===== config.mk =====
export PLATFORM = sky130hd
export DESIGN_NAME = conv_encoder_sys
export DESIGN_NICKNAME = d
export VERILOG_FILES = /design/src/rtl/conv_encoder_sys.sv
export SDC_FILE = /design/constraint.sdc
export NUM_CORES = 1
export LEC_CHECK = 0
export BUFFER_PORTS_ARGS = -buffer_cell sky130_fd_sc_hd__buf_2
export CORE_ASPECT_RATIO = 1.2
export CORE_MARGIN = 8
export CORE_UTILIZATION = 35
export DETAILED_ROUTE_END_ITERATION = 8
export PLACE_DENSITY_LB_ADDON = 0.08
export SETUP_SLACK_MARGIN = 0.3
export SYNTH_ARGS = -nofsm -noshare
export SYNTH_HDL_FRONTEND = slang
export SYNTH_SLANG_ARGS = --single-unit

===== constraint.sdc =====
create_clock -name clk -period 3.08 [get_ports clk]
set_input_delay 0.77 -clock clk [delete_from_list [all_inputs] [get_ports clk]]
set_output_delay 0.77 -clock clk [all_outputs]
set_load 0.02 [all_outputs]

===== src/rtl/conv_encoder_sys.sv =====
// ---------------------------------------------------------------------------
// conv_encoder_sys
//
// Rate-1/2 feedforward convolutional encoder, constraint length K = 3..7
// selected per frame. Each frame is frame_len data bits followed by K-1 zero
// tail bits, so the decoder trellis always ends in state 0.
//
// Ports:
//   clk                      single clock, posedge
//   rst                      synchronous active-high reset
//   choose_constraint_length K, sampled on an accepted start (3..7 legal)
//   frame_len                data bits per frame, sampled on accepted start
//   start                    frame request, honoured only in IDLE
//   in_bit / in_valid        input data bit and its valid
//   in_ready                 encoder takes in_bit this cycle
//   encoded_bits             symbol: [1] = parity of g0, [0] = parity of g1
//   out_valid / out_ready    output symbol handshake
//   busy                     high outside IDLE
//   done                     pulse on the final tail symbol handshake
//   cfg_err                  pulse the cycle after a rejected start
// ---------------------------------------------------------------------------
module conv_encoder_sys #(
   parameter int LEN_W = 16
) (
   input  logic             clk,
   input  logic             rst,
   input  logic [2:0]       choose_constraint_length,
   input  logic [LEN_W-1:0] frame_len,
   input  logic             start,
   input  logic             in_bit,
   input  logic             in_valid,
   output logic             in_ready,
   output logic [1:0]       encoded_bits,
   output logic             out_valid,
   input  logic             out_ready,
   output logic             busy,
   output logic             done,
   output logic             cfg_err
);

   typedef enum logic [1:0] {IDLE, DATA, TAIL, DRAIN} state_t;

   state_t           state;
   state_t           state_next;

   logic [2:0]       k_reg;
   logic [LEN_W-1:0] len_reg;
   logic [LEN_W-1:0] bit_cnt;
   logic [LEN_W-1:0] bit_cnt_inc;
   logic [2:0]       tail_cnt;
   logic [5:0]       hist;       // hist[0] is u[1], hist[5] is u[6]

   logic             start_ok;
   logic             slot_free;
   logic             out_fire;
   logic             load_data;
   logic             load_tail;
   logic             enc_bit;
   logic [1:0]       sym;

   // Parity of both generators over u[0..K-1]; u[0] is the bit being encoded.
   function automatic logic [1:0] encode(input logic [2:0] k, input logic [6:0] u);
      logic [6:0] g0;
      logic [6:0] g1;
      logic [6:0] mask;
      case (k)
         3'd3:    begin g0 = 7'o007; g1 = 7'o005; end
         3'd4:    begin g0 = 7'o017; g1 = 7'o013; end
         3'd5:    begin g0 = 7'o035; g1 = 7'o023; end
         3'd6:    begin g0 = 7'o075; g1 = 7'o053; end
         default: begin g0 = 7'o171; g1 = 7'o133; end
      endcase
      // Drop history taps beyond the active constraint length.
      mask = 7'h7f >> (3'd7 - k);
      return {^(u & g0 & mask), ^(u & g1 & mask)};
   endfunction

   // A 3-bit K cannot exceed 7, so only the lower bound needs checking.
   assign start_ok    = (choose_constraint_length >= 3'd3) && (frame_len != '0);
   assign slot_free   = !out_valid || out_ready;
   assign out_fire    = out_valid && out_ready;
   assign load_data   = (state == DATA) && in_valid && slot_free;
   assign load_tail   = (state == TAIL) && slot_free;
   assign bit_cnt_inc = bit_cnt + 1'b1;
   assign enc_bit     = (state == DATA) ? in_bit : 1'b0;  // tail bits are zero
   assign sym         = encode(k_reg, {hist, enc_bit});

   // NOTE: sequential state uses non-blocking assignments so every register
   // samples the pre-edge values, independent of statement order.
   always_ff @(posedge clk) begin
      if (rst) state <= IDLE;
      else     state <= state_next;
   end

   // NOTE: every output of this block gets a default first, so no path leaves
   // a signal unassigned and no latch is inferred.
   always_comb begin
      state_next = state;
      in_ready   = 1'b0;
      busy       = (state != IDLE);
      done       = 1'b0;
      case (state)
         IDLE: begin
            if (start && start_ok) state_next = DATA;
         end
         DATA: begin
            in_ready = slot_free;
            if (load_data && (bit_cnt_inc == len_reg)) state_next = TAIL;
         end
         TAIL: begin
            // The symbol that takes the tail counter to zero is the last one.
            if (load_tail && (tail_cnt == 3'd1)) state_next = DRAIN;
         end
         DRAIN: begin
            if (out_fire) begin
               done       = 1'b1;
               state_next = IDLE;
            end
         end
         default: state_next = IDLE;
      endcase
   end

   always_ff @(posedge clk) begin
      if (rst) begin
         k_reg        <= 3'd0;
         len_reg      <= '0;
         bit_cnt      <= '0;
         tail_cnt     <= 3'd0;
         hist         <= 6'd0;
         encoded_bits <= 2'd0;
         out_valid    <= 1'b0;
         cfg_err      <= 1'b0;
      end else begin
         cfg_err <= (state == IDLE) && start && !start_ok;

         case (state)
            IDLE: begin
               if (start && start_ok) begin
                  k_reg   <= choose_constraint_length;
                  len_reg <= frame_len;
                  bit_cnt <= '0;
                  hist    <= 6'd0;
               end
            end
            DATA: begin
               if (load_data) begin
                  bit_cnt <= bit_cnt_inc;
                  if (bit_cnt_inc == len_reg) tail_cnt <= k_reg - 3'd1;
               end
            end
            TAIL: begin
               if (load_tail) tail_cnt <= tail_cnt - 3'd1;
            end
            default: ;
         endcase

         // A new symbol may replace one being accepted in the same cycle,
         // which keeps throughput at one symbol per cycle.
         if (load_data || load_tail) begin
            encoded_bits <= sym;
            out_valid    <= 1'b1;
            hist         <= {hist[4:0], enc_bit};
         end else if (out_fire) begin
            out_valid <= 1'b0;
         end
      end
   end

endmodule


==> results_dict.tcl <==
set metrics [dict create \
    status "finished clean" \
    netlist_top_cells_count "nand2_1, a21oi_1, dfxtp_1, nor2_1" \
    cp.arrival_ns 2.86 \
    n_antenna_cell 0 \
    row_count 39 \
    gp_congestion 0.805 \
    syn_avg_cell_area_um2 7.84 \
    power_density_nw_per_um2 586 \
    crit_family "simple AND/OR/NAND/NOR gates" \
    wl_per_cell_um 16.2 \
    die_area_um2 13000 \
    pwr-share-seq 0.351 \
    ys_seq_elements 50 \
    cts_tree "done" \
    swShare 0.372 \
    clock_power_share 0.284 \
    rsz0062_at_grt "no" \
    top_level_ports 32 \
    synthArstFlopShare 0 \
    ir_drop_mv 0.333 \
    numClockSinks 50 \
    finalSetupViolCount 0 \
    min_period_ns 2.62 \
    start_util 0.356 \
    final_nets 494 \
    ys_seq_area_frac 0.298 \
    post-synth-top-area-fraction 0.298 \
    drtIter0Drc 104 \
    place_hpwl_um 7000 \
    total_power_mw 2.24 \
    grt_pass1_wl_um 15700 \
    fmax_mhz 381 \
    p_int_mw 1.41 \
    power.switching_uw 833 \
    grt_antenna_before_repair 0 \
    fin_crit_sh 0.852 \
    hp-class "reg2reg" \
    viasPerCell 5.36 \
    cts_buffers 5 \
    synth-main-ff-cell "dfxtp_1" \
    reg2reg_depth 7 \
    worstPathCellList "nand4_4 > or3_2 > xnor2_1 > nor4_4 > nand4_2 > a2111oi_2 > nand3b_1" \
    cts_resized 0 \
    r2r_setup_slack_ns 0.46 \
    gr-total-overflow 0 \
    vias 3104 \
    final_util 0.406 \
    yosys-top-cells-area "dfxtp_1, a21oi_1, nand2_1" \
    yosys_warnings 0 \
    r2r_start "bit_cnt[5]$_SDFFE_PP0P_" \
    hp-start "len_reg[9]$_SDFFE_PP0P_" \
    critPathBufInv 0 \
    synth_top_area_cell "dfxtp_1" \
    htree_levels 2 \
    drtPass1Iterations 4 \
    track_usage 0.148 \
    finalInstanceArea_um2 3820 \
    root_buffer "clkbuf_16" \
    hold_path_end "len_reg[9]$_SDFFE_PP0P_" \
    critical_path_class "reg2reg" \
    required_ns 3.32 \
    wl_um 9370 \
    drcViolationCount 0 \
    mappedNetlistNets 467 \
    start_kind "register" \
    ant_nets 0 \
    cpPeakStageDelay_ns 0.58 \
    synth_area_um2 3360 \
    die_w_um 105 \
    fin_skew_ns 0.00457 \
    clock_latency_ns 0.29 \
    yosysMostFrequentCell "nand2_1" \
    final_max_slew_viol_count 0 \
    hold_viol 0 \
    die_y_um 123 \
    comb_power_share 0.365 \
    area_growth_pct 13.8 \
    post_cts_buffers 0 \
    yosys.cell_types.count 65 \
    synthCells 428 \
    holdPathStages 2 \
    path_max_fanout 11 \
    grt_pass1_vias 3187 \
    synth-edff-count 0 \
    rr_endpoint "tail_cnt[2]$_SDFFE_PP0P_" \
    placed_area_um2 3620 \
    postCtsHoldBufs 0 \
    cts.path.max_buffers 2 \
    grt_max_degree 31 \
    core_um2 9420 \
    slew-limit-headroom 0.516 \
    end_kind "register" \
    crit_slowest_cell "or3_2" \
    p_leak_nw 1.47 \
    max_cap_violations 0 \
    final_layout_size_suffix_gt1_frac 0.184 \
    clkTransAtPathRegs_ns 0.07 \
    fin_setup_tns_ns 0 \
    tightest_slew_ns 0.726 \
    port_buffers 31 \
]
worst min-delay path, delay by kind of cell (launching register included):
| kind | cells | cell delay, ns |
|---|---|---|
| AO/OA/AOI/OAI | 1 | 0.05 |
| flip-flops | 1 | 0.32 |
| AND/OR/NAND/NOR | 1 | 0.05 |
area by class of cell:
type / count / area [um^2]
Clock buffer: 5 / 125
Multi-Input combinational cell: 337 / 2170
Clock inverter: 3 / 40.0
Fill cell: 1000 / 5600
Sequential cell: 50 / 1010
Tap cell: 123 / 154
Timing Repair Buffer: 47 / 275
Inverter: 14 / 52.6
logic make-up (layout without fill, tap and decap cells):
| family | Yosys count | after routing | share of synthesized area |
|---|---|---|---|
| AO/OA/AOI/OAI | 106 | 106 | 0.191 |
| XOR/XNOR | 28 | 28 | 0.0753 |
| adder cells (fa/ha/maj) | 14 | 14 | 0.0522 |
| buffers and inverters | 41 | 69 | 0.0652 |
| flip-flops | 50 | 50 | 0.298 |
| multiplexers | 4 | 4 | 0.0123 |
| AND/OR/NAND/NOR | 185 | 185 | 0.306 |
power groups by stage:
stage	Combinational (mW)	Clock, mW	Sequential, mW
2_1_floorplan	0.575	0	0.791
3_3_place_gp	0.810	0	0.796
3_5_place_dp	0.816	0	0.798
4_1_cts	0.821	0.658	0.783
5_1_grt	0.913	0.682	0.798
6_report	0.817	0.636	0.786
cells in the final DEF, fill, tap and decap left out, types with 7 or more instances in the layout:
cell | synthesis | layout
nor3_1 | 14 | 14
xor2_1 | 7 | 7
a21oi_1 | 53 | 53
nand3b_1 | 7 | 7
buf_2 | 1 | 31
nand3_1 | 20 | 20
ha_1 | 14 | 13
o21ai_0 | 15 | 15
nor2_1 | 30 | 30
dfxtp_1 | 50 | 44
inv_1 | 14 | 14
buf_4 | 4 | 16
xnor2_1 | 20 | 20
nand2_1 | 59 | 59
metal layers:
metal | share of wire | vias to the layer above | global-route usage
li1 | - | 1568 | -
met1 | 0.44 | 1474 | 0.172
met2 | 0.50 | 50 | 0.268
met3 | 0.031 | 12 | 0.0261
met4 | 0.022 | 0 | 0.0527
met5 | 0 | - | 0
per-stage QoR:
step / cells / hold slack (ns) / worst slack (ns)
floorplan: 428 / 0.448 / 0.520
global placement: 571 / 0.460 / 0.291
detailed placement: 571 / 0.463 / 0.217
CTS: 579 / 0.473 / 0.337
global route: 579 / 0.491 / 0.304
finish: 579 / 0.468 / 0.457
worst max-delay path by stage:
stage,start,endpoint,depth (start not counted)
floorplan,bit_cnt[0]$_SDFFE_PP0P_,tail_cnt[2]$_SDFFE_PP0P_,9
global placement,frame_len[2],bit_cnt[6]$_SDFFE_PP0P_,8
detailed placement,frame_len[7],bit_cnt[7]$_SDFFE_PP0P_,8
CTS,bit_cnt[5]$_SDFFE_PP0P_,tail_cnt[2]$_SDFFE_PP0P_,7
global route,bit_cnt[5]$_SDFFE_PP0P_,tail_cnt[2]$_SDFFE_PP0P_,7
finish,bit_cnt[5]$_SDFFE_PP0P_,tail_cnt[2]$_SDFFE_PP0P_,7
(Power assumes the default switching activity.)
